[config.mk]
export PLATFORM = sky130hd
export DESIGN_NAME = apb_master_flat
export DESIGN_NICKNAME = d
export VERILOG_FILES = /design/src/rtl/apb_pkg.sv /design/src/rtl/apb_master_if.sv /design/src/rtl/apb_master.sv /design/src/flat_wrapper.sv
export SDC_FILE = /design/constraint.sdc
export NUM_CORES = 1
export LEC_CHECK = 0
export CAP_MARGIN = 20
export CORE_MARGIN = 2
export CORE_UTILIZATION = 35
export CTS_CLUSTER_SIZE = 8
export DETAILED_ROUTE_END_ITERATION = 8
export GPL_TIMING_DRIVEN = 0
export PLACE_DENSITY = 0.66
export SYNTH_ARGS = -nofsm -noshare
export SYNTH_HDL_FRONTEND = slang
export SYNTH_SLANG_ARGS = --single-unit
[constraint.sdc]
create_clock -name PCLK -period 2.4 [get_ports PCLK]
set_input_delay 0.48 -clock PCLK [delete_from_list [all_inputs] [get_ports PCLK]]
set_output_delay 0.48 -clock PCLK [all_outputs]
set_load 0.05 [all_outputs]
[src/rtl/apb_pkg.sv]
// Shared APB definitions: requester FSM encoding and response flag layout,
// the latter also used by the UART slave side.
package apb_pkg;

    typedef enum logic [1:0] {
        StIdle   = 2'd0,
        StSetup  = 2'd1,
        StAccess = 2'd2,
        StResp   = 2'd3
    } apb_state_e;

    localparam int unsigned RSP_ERR_BIT     = 0;
    localparam int unsigned RSP_TIMEOUT_BIT = 1;
    localparam int unsigned RSP_FLAGS_W     = 2;

endpackage

[src/rtl/apb_master_if.sv]
// Command/response streams plus the APB bus of the single-outstanding requester.
interface apb_master_if #(
    parameter int unsigned ADDR_WIDTH = 4,
    parameter int unsigned DATA_WIDTH = 8
);
    logic                  cmd_valid;
    logic                  cmd_ready;
    logic                  cmd_write;
    logic [ADDR_WIDTH-1:0] cmd_addr;
    logic [DATA_WIDTH-1:0] cmd_wdata;

    logic                  rsp_valid;
    logic                  rsp_ready;
    logic [DATA_WIDTH-1:0] rsp_rdata;
    logic                  rsp_err;
    logic                  rsp_timeout;

    logic [ADDR_WIDTH-1:0] PADDR;
    logic                  PSELx;
    logic                  PENABLE;
    logic                  PWRITE;
    logic [DATA_WIDTH-1:0] PWDATA;
    logic                  PREADY;
    logic [DATA_WIDTH-1:0] PRDATA;
    logic                  PSLVERR;

    modport master (
        input  cmd_valid, cmd_write, cmd_addr, cmd_wdata, rsp_ready,
        input  PREADY, PRDATA, PSLVERR,
        output cmd_ready, rsp_valid, rsp_rdata, rsp_err, rsp_timeout,
        output PADDR, PSELx, PENABLE, PWRITE, PWDATA
    );

    modport slave (
        output cmd_valid, cmd_write, cmd_addr, cmd_wdata, rsp_ready,
        output PREADY, PRDATA, PSLVERR,
        input  cmd_ready, rsp_valid, rsp_rdata, rsp_err, rsp_timeout,
        input  PADDR, PSELx, PENABLE, PWRITE, PWDATA
    );

endinterface

[src/rtl/apb_master.sv]
// Single-outstanding APB requester: one valid/ready command becomes one
// SETUP/ACCESS transfer, answered on a valid/ready response stream.
module apb_master
    import apb_pkg::*;
#(
    parameter int unsigned ADDR_WIDTH = 4,
    parameter int unsigned DATA_WIDTH = 8,
    parameter int unsigned TIMEOUT    = 16
) (
    input  logic         PCLK,
    input  logic         PRESETn,
    apb_master_if.master bus
);

    localparam int unsigned CNT_W = (TIMEOUT > 0) ? $clog2(TIMEOUT + 1) : 1;
    localparam logic [CNT_W-1:0] CNT_LAST = (TIMEOUT > 0) ? CNT_W'(TIMEOUT - 1) : '0;

    apb_state_e             state_q, state_d;
    logic                   cmd_ready_q, cmd_ready_d;
    logic                   rsp_valid_q, rsp_valid_d;
    logic [DATA_WIDTH-1:0]  rsp_rdata_q, rsp_rdata_d;
    logic [RSP_FLAGS_W-1:0] rsp_flags_q, rsp_flags_d;
    logic [ADDR_WIDTH-1:0]  paddr_q, paddr_d;
    logic                   psel_q, psel_d;
    logic                   penable_q, penable_d;
    logic                   pwrite_q, pwrite_d;
    logic [DATA_WIDTH-1:0]  pwdata_q, pwdata_d;
    logic [CNT_W-1:0]       cnt_q, cnt_d;

    always_comb begin
        state_d     = state_q;
        rsp_valid_d = rsp_valid_q;
        rsp_rdata_d = rsp_rdata_q;
        rsp_flags_d = rsp_flags_q;
        paddr_d     = paddr_q;
        psel_d      = psel_q;
        penable_d   = penable_q;
        pwrite_d    = pwrite_q;
        pwdata_d    = pwdata_q;
        cnt_d       = cnt_q;

        unique case (state_q)
            StIdle: begin
                if (cmd_ready_q && bus.cmd_valid) begin
                    paddr_d   = bus.cmd_addr;
                    pwrite_d  = bus.cmd_write;
                    pwdata_d  = bus.cmd_wdata;
                    psel_d    = 1'b1;
                    penable_d = 1'b0;
                    state_d   = StSetup;
                end
            end
            StSetup: begin
                penable_d = 1'b1;
                cnt_d     = '0;
                state_d   = StAccess;
            end
            StAccess: begin
                if (bus.PREADY) begin
                    rsp_rdata_d                  = (!pwrite_q && !bus.PSLVERR) ? bus.PRDATA : '0;
                    rsp_flags_d[RSP_ERR_BIT]     = bus.PSLVERR;
                    rsp_flags_d[RSP_TIMEOUT_BIT] = 1'b0;
                    psel_d                       = 1'b0;
                    penable_d                    = 1'b0;
                    rsp_valid_d                  = 1'b1;
                    state_d                      = StResp;
                end else if (TIMEOUT != 0 && cnt_q == CNT_LAST) begin
                    rsp_rdata_d                  = '0;
                    rsp_flags_d[RSP_ERR_BIT]     = 1'b1;
                    rsp_flags_d[RSP_TIMEOUT_BIT] = 1'b1;
                    psel_d                       = 1'b0;
                    penable_d                    = 1'b0;
                    rsp_valid_d                  = 1'b1;
                    state_d                      = StResp;
                end else if (cnt_q != '1) begin
                    // saturate rather than wrap when the timeout is disabled
                    cnt_d = cnt_q + CNT_W'(1);
                end
            end
            StResp: begin
                if (bus.rsp_ready) begin
                    rsp_valid_d = 1'b0;
                    state_d     = StIdle;
                end
            end
            default: state_d = StIdle;
        endcase

        // registered ready: high exactly while the FSM sits in IDLE
        cmd_ready_d = (state_d == StIdle);
    end

    always_ff @(posedge PCLK) begin
        if (!PRESETn) begin
            state_q     <= StIdle;
            cmd_ready_q <= 1'b0;
            rsp_valid_q <= 1'b0;
            rsp_rdata_q <= '0;
            rsp_flags_q <= '0;
            paddr_q     <= '0;
            psel_q      <= 1'b0;
            penable_q   <= 1'b0;
            pwrite_q    <= 1'b0;
            pwdata_q    <= '0;
            cnt_q       <= '0;
        end else begin
            state_q     <= state_d;
            cmd_ready_q <= cmd_ready_d;
            rsp_valid_q <= rsp_valid_d;
            rsp_rdata_q <= rsp_rdata_d;
            rsp_flags_q <= rsp_flags_d;
            paddr_q     <= paddr_d;
            psel_q      <= psel_d;
            penable_q   <= penable_d;
            pwrite_q    <= pwrite_d;
            pwdata_q    <= pwdata_d;
            cnt_q       <= cnt_d;
        end
    end

    assign bus.cmd_ready   = cmd_ready_q;
    assign bus.rsp_valid   = rsp_valid_q;
    assign bus.rsp_rdata   = rsp_rdata_q;
    assign bus.rsp_err     = rsp_flags_q[RSP_ERR_BIT];
    assign bus.rsp_timeout = rsp_flags_q[RSP_TIMEOUT_BIT];
    assign bus.PADDR       = paddr_q;
    assign bus.PSELx       = psel_q;
    assign bus.PENABLE     = penable_q;
    assign bus.PWRITE      = pwrite_q;
    assign bus.PWDATA      = pwdata_q;

endmodule

[src/flat_wrapper.sv]
// flat-port wrapper written by rule: the top's interface ports become plain ports
module apb_master_flat import apb_pkg::*;
#(
    parameter int unsigned ADDR_WIDTH = 4,
    parameter int unsigned DATA_WIDTH = 8,
    parameter int unsigned TIMEOUT    = 16
)
  (PCLK, PRESETn, bus_cmd_valid, bus_cmd_write, bus_cmd_addr, bus_cmd_wdata, bus_rsp_ready, bus_PREADY, bus_PRDATA, bus_PSLVERR, bus_cmd_ready, bus_rsp_valid, bus_rsp_rdata, bus_rsp_err, bus_rsp_timeout, bus_PADDR, bus_PSELx, bus_PENABLE, bus_PWRITE, bus_PWDATA);
  apb_master_if #(.ADDR_WIDTH(ADDR_WIDTH), .DATA_WIDTH(DATA_WIDTH)) bus_i ();
  input  logic PCLK;
  input  logic PRESETn;
  input wire logic [$bits(bus_i.cmd_valid)-1:0] bus_cmd_valid;
  input wire logic [$bits(bus_i.cmd_write)-1:0] bus_cmd_write;
  input wire logic [$bits(bus_i.cmd_addr)-1:0] bus_cmd_addr;
  input wire logic [$bits(bus_i.cmd_wdata)-1:0] bus_cmd_wdata;
  input wire logic [$bits(bus_i.rsp_ready)-1:0] bus_rsp_ready;
  input wire logic [$bits(bus_i.PREADY)-1:0] bus_PREADY;
  input wire logic [$bits(bus_i.PRDATA)-1:0] bus_PRDATA;
  input wire logic [$bits(bus_i.PSLVERR)-1:0] bus_PSLVERR;
  output wire logic [$bits(bus_i.cmd_ready)-1:0] bus_cmd_ready;
  output wire logic [$bits(bus_i.rsp_valid)-1:0] bus_rsp_valid;
  output wire logic [$bits(bus_i.rsp_rdata)-1:0] bus_rsp_rdata;
  output wire logic [$bits(bus_i.rsp_err)-1:0] bus_rsp_err;
  output wire logic [$bits(bus_i.rsp_timeout)-1:0] bus_rsp_timeout;
  output wire logic [$bits(bus_i.PADDR)-1:0] bus_PADDR;
  output wire logic [$bits(bus_i.PSELx)-1:0] bus_PSELx;
  output wire logic [$bits(bus_i.PENABLE)-1:0] bus_PENABLE;
  output wire logic [$bits(bus_i.PWRITE)-1:0] bus_PWRITE;
  output wire logic [$bits(bus_i.PWDATA)-1:0] bus_PWDATA;
  assign bus_i.cmd_valid = bus_cmd_valid;
  assign bus_i.cmd_write = bus_cmd_write;
  assign bus_i.cmd_addr = bus_cmd_addr;
  assign bus_i.cmd_wdata = bus_cmd_wdata;
  assign bus_i.rsp_ready = bus_rsp_ready;
  assign bus_i.PREADY = bus_PREADY;
  assign bus_i.PRDATA = bus_PRDATA;
  assign bus_i.PSLVERR = bus_PSLVERR;
  assign bus_cmd_ready = bus_i.cmd_ready;
  assign bus_rsp_valid = bus_i.rsp_valid;
  assign bus_rsp_rdata = bus_i.rsp_rdata;
  assign bus_rsp_err = bus_i.rsp_err;
  assign bus_rsp_timeout = bus_i.rsp_timeout;
  assign bus_PADDR = bus_i.PADDR;
  assign bus_PSELx = bus_i.PSELx;
  assign bus_PENABLE = bus_i.PENABLE;
  assign bus_PWRITE = bus_i.PWRITE;
  assign bus_PWDATA = bus_i.PWDATA;
  apb_master #(.ADDR_WIDTH(ADDR_WIDTH), .DATA_WIDTH(DATA_WIDTH), .TIMEOUT(TIMEOUT)) u_core (.PCLK(PCLK), .PRESETn(PRESETn), .bus(bus_i));
endmodule
==> flow_summary.json <==
{
  "preCtsSetupSlack_ns": 0.409,
  "status": "complete, no violations",
  "fp.dieW_um": 68.0,
  "worst-r2r-setup-slack_ns": 0.42,
  "internal_power_w": 0.000920,
  "setup-violations-final": 0,
  "dieArea_sq_mm": 0.00462,
  "min_period_over_period": 0.825,
  "drtIter0Drc": 41,
  "clk_latency_ns": 0.29,
  "core_sq_mm": 0.00397,
  "postRouteAntennaNets": 0,
  "grt_pass1_wl_mm": 5.30,
  "critPathKind": "flop to flop",
  "synth.distinct_cells": 27,
  "nFillCells": 388,
  "critPathLaunchType": "flop",
  "leakagePower_nw": 0.766,
  "ir_worst_vdd_mv": 0.340,
  "die_h_um": 68.0,
  "min_period_ns": 1.98,
  "numCtsBuffers": 5,
  "grt_use_total": 0.155,
  "synthesis.area_sq_mm": 0.00143,
  "synthTopCellsByArea": "dfxtp_1 47%, nand2_1 8.4%, a21boi_0 7.3%, ha_1 6.1%, nor2b_1 4.8%",
  "clockBufferDepth": 2,
  "slew_headroom": 0.655,
  "initial_core_util": 0.361,
  "setup_tns_ns": 0,
  "num_rows": 23,
  "ctsHoldBuffers": 0,
  "path_clk_slew_ns": 0.07,
  "worst_pin_slew_ns": 0.514,
  "fin_area_sq_mm": 0.00212,
  "syn_area_per_cell_sq_um": 8.85,
  "place_congestion": 0.728,
  "synth_nets": 196,
  "grt_overflow": 0,
  "post-route-util": 0.534,
  "netlist_instances": 162,
  "synth-seq-area-share": 0.475,
  "synthToLayoutAreaGrowth_pct": 48.0,
  "cts_tree": "done",
  "required_ns": 2.58,
  "nets": 256,
  "postCtsResizedCells": 0,
  "worstPathMaxFanout": 5,
  "wl_per_cell_um": 11.5,
  "drc": 0,
  "report.final.hold_viol_count": 0,
  "grt_max_degree": 12,
  "io_pins": 54,
  "hpwl_mm": 2.34,
  "drive_above_1_share": 0.0583,
  "synth_seq_cells": 34,
  "crit_arrival_ns": 2.16,
  "yosysTopAreaCellShare": 0.475,
  "finalWirelength_mm": 3.13,
  "grt_setup_unrepaired": "no",
  "place_area_sq_mm": 0.00203,
  "cap_violations": 0,
  "pwr-share-clk": 0.343,
  "vias": 1260,
  "seqPwrFrac": 0.468,
  "antenna_cells": 0,
  "swShare": 0.284,
  "netSwitchingPower_w": 0.000364,
  "cts_num_sinks": 34,
  "cp-end-kind": "flop",
  "htreeDepth": 2,
  "power_frac_comb": 0.189,
  "setup_slack_ns": 0.420,
  "finalMaxSlewViolations": 0,
  "firstDrtPassIters": 4,
  "synth.largest_area_cell": "dfxtp_1",
  "vias_per_cell": 4.62,
  "root_buffer": "clkbuf_8",
  "fmax_ghz": 0.505,
  "powerDensity_mw_per_mm2": 605,
  "p_total_w": 0.00128,
  "fin_skew_ns": 0.00578,
  "yosys_warnings": 0,
  "port_buffers": 53,
  "cts_setup_buffers": 0,
  "antenna_found_initial": 0,
  "hold_class": "flop to flop",
  "first_global_vias": 1208
}
-- cell families (layout without fill, tap and decap cells) --
group | Yosys count | in the layout | share of synthesized area
AOI/OAI and AO/OA | 39 | 39 | 0.179
and+or+nand+nor | 67 | 67 | 0.237
xor gates and xnor gates | 2 | 2 | 0.0122
DFF | 34 | 34 | 0.475
buffers and inverters | 13 | 74 | 0.0358
adders and majority gates | 7 | 7 | 0.0611
-- cells in the final DEF (no fill, tap or decap), types with 2 or more instances in the layout --
cell type / synthesis / final
a21boi_0: 14 / 14
a21oi_1: 4 / 4
a22oi_1: 8 / 8
and2_1: 4 / 4
and3_1: 3 / 3
buf_2: 2 / 2
clkbuf_1: 4 / 4
clkbuf_8: 0 / 6
clkdlybuf4s50_1: 0 / 53
dfxtp_1: 34 / 34
ha_1: 7 / 7
inv_1: 7 / 7
nand2_1: 32 / 32
nand3_1: 5 / 5
nor2_1: 5 / 5
nor2b_1: 11 / 11
o21ai_0: 6 / 6
o21ai_1: 4 / 4
xor2_1: 2 / 2
-- stage by stage --
step                instances  hold slack, ns
finish                    273           0.458
CTS                       273           0.460
global placement          265           0.444
floorplan                 162           0.464
global route              273           0.481
detailed placement        265           0.449
-- cells in the mapped netlist (all sizes together) --
library cell and n:
or4b 1, ha 7, nand2b 1, buf 2
nor2 5, nor3b 1, nand3 5, nor4b 1
and2 4, a21boi 15, a31oi 1, nor3 2
and3 3, nor2b 11, o21ai 10, a21oi 4
nand2 32, nand4 1, inv 7, o31ai 1
xor2 2, dfxtp 34, clkbuf 4, a22oi 8
-- power by group through the flow --
stage	registers, W	logic (W)	clock network, W
floorplan	0.000682	0.0000705	0
global route	0.000604	0.000263	0.000485
finish	0.000601	0.000242	0.000441
CTS	0.000601	0.000245	0.000457
global placement	0.000613	0.000244	0
detailed placement	0.000614	0.000244	0
-- flip-flops by register name, indices dropped and copies added, names as in the netlist --
| name | flops |
|---|---|
| u_core.bus.PWDATA | 8 |
| u_core.bus.rsp_rdata | 8 |
| u_core.cnt_q | 5 |
| u_core.bus.PADDR | 4 |
| u_core.rsp_flags_q | 2 |
| u_core.state_q | 2 |
| u_core.bus.PENABLE | 1 |
| u_core.bus.PSELx | 1 |
| u_core.bus.PWRITE | 1 |
| u_core.bus.cmd_ready | 1 |
| u_core.bus.rsp_valid | 1 |
-- final cells by class --
cell class | count | area (sq um) | share of cell area
tap | 50 | 62.6 | 0.0295
timing repair buffer | 53 | 531 | 0.250
multi-input combinational | 115 | 702 | 0.331
clock buffer | 6 | 82.6 | 0.0389
buffer | 6 | 25.0 | 0.0118
sequential | 34 | 681 | 0.321
inverter | 7 | 26.3 | 0.0124
clock inverter | 2 | 12.5 | 0.00590
-- critical path, stage by stage, from the launching register on --
cell     delay, ns
dfxtp_1       0.34
ha_1          0.22
and3_1        0.21
ha_1          0.24
or4b_4        0.57
nand3_1       0.10
o21ai_1       0.05
and2_1        0.14
-- per-layer routing --
metal  vias to the layer above  routed length [um]  GRT usage
met2                        30                1380      0.231
met5                         -                   0          0
met1                       561                1480      0.192
met4                         0                  57     0.0750
li1                        662                   -          -
met3                         7                 203     0.0674
-- final timing paths --
check	startpoint	end	depth (start not counted)
max	u_core.cnt_q[0]	u_core.cnt_q[4]	7
min	u_core.rsp_flags_q[0]	u_core.rsp_flags_q[0]	2
max reg2reg	u_core.cnt_q[0]	u_core.cnt_q[4]	7
min reg2reg	u_core.rsp_flags_q[0]	u_core.rsp_flags_q[0]	2
(Power assumes the default switching activity.)
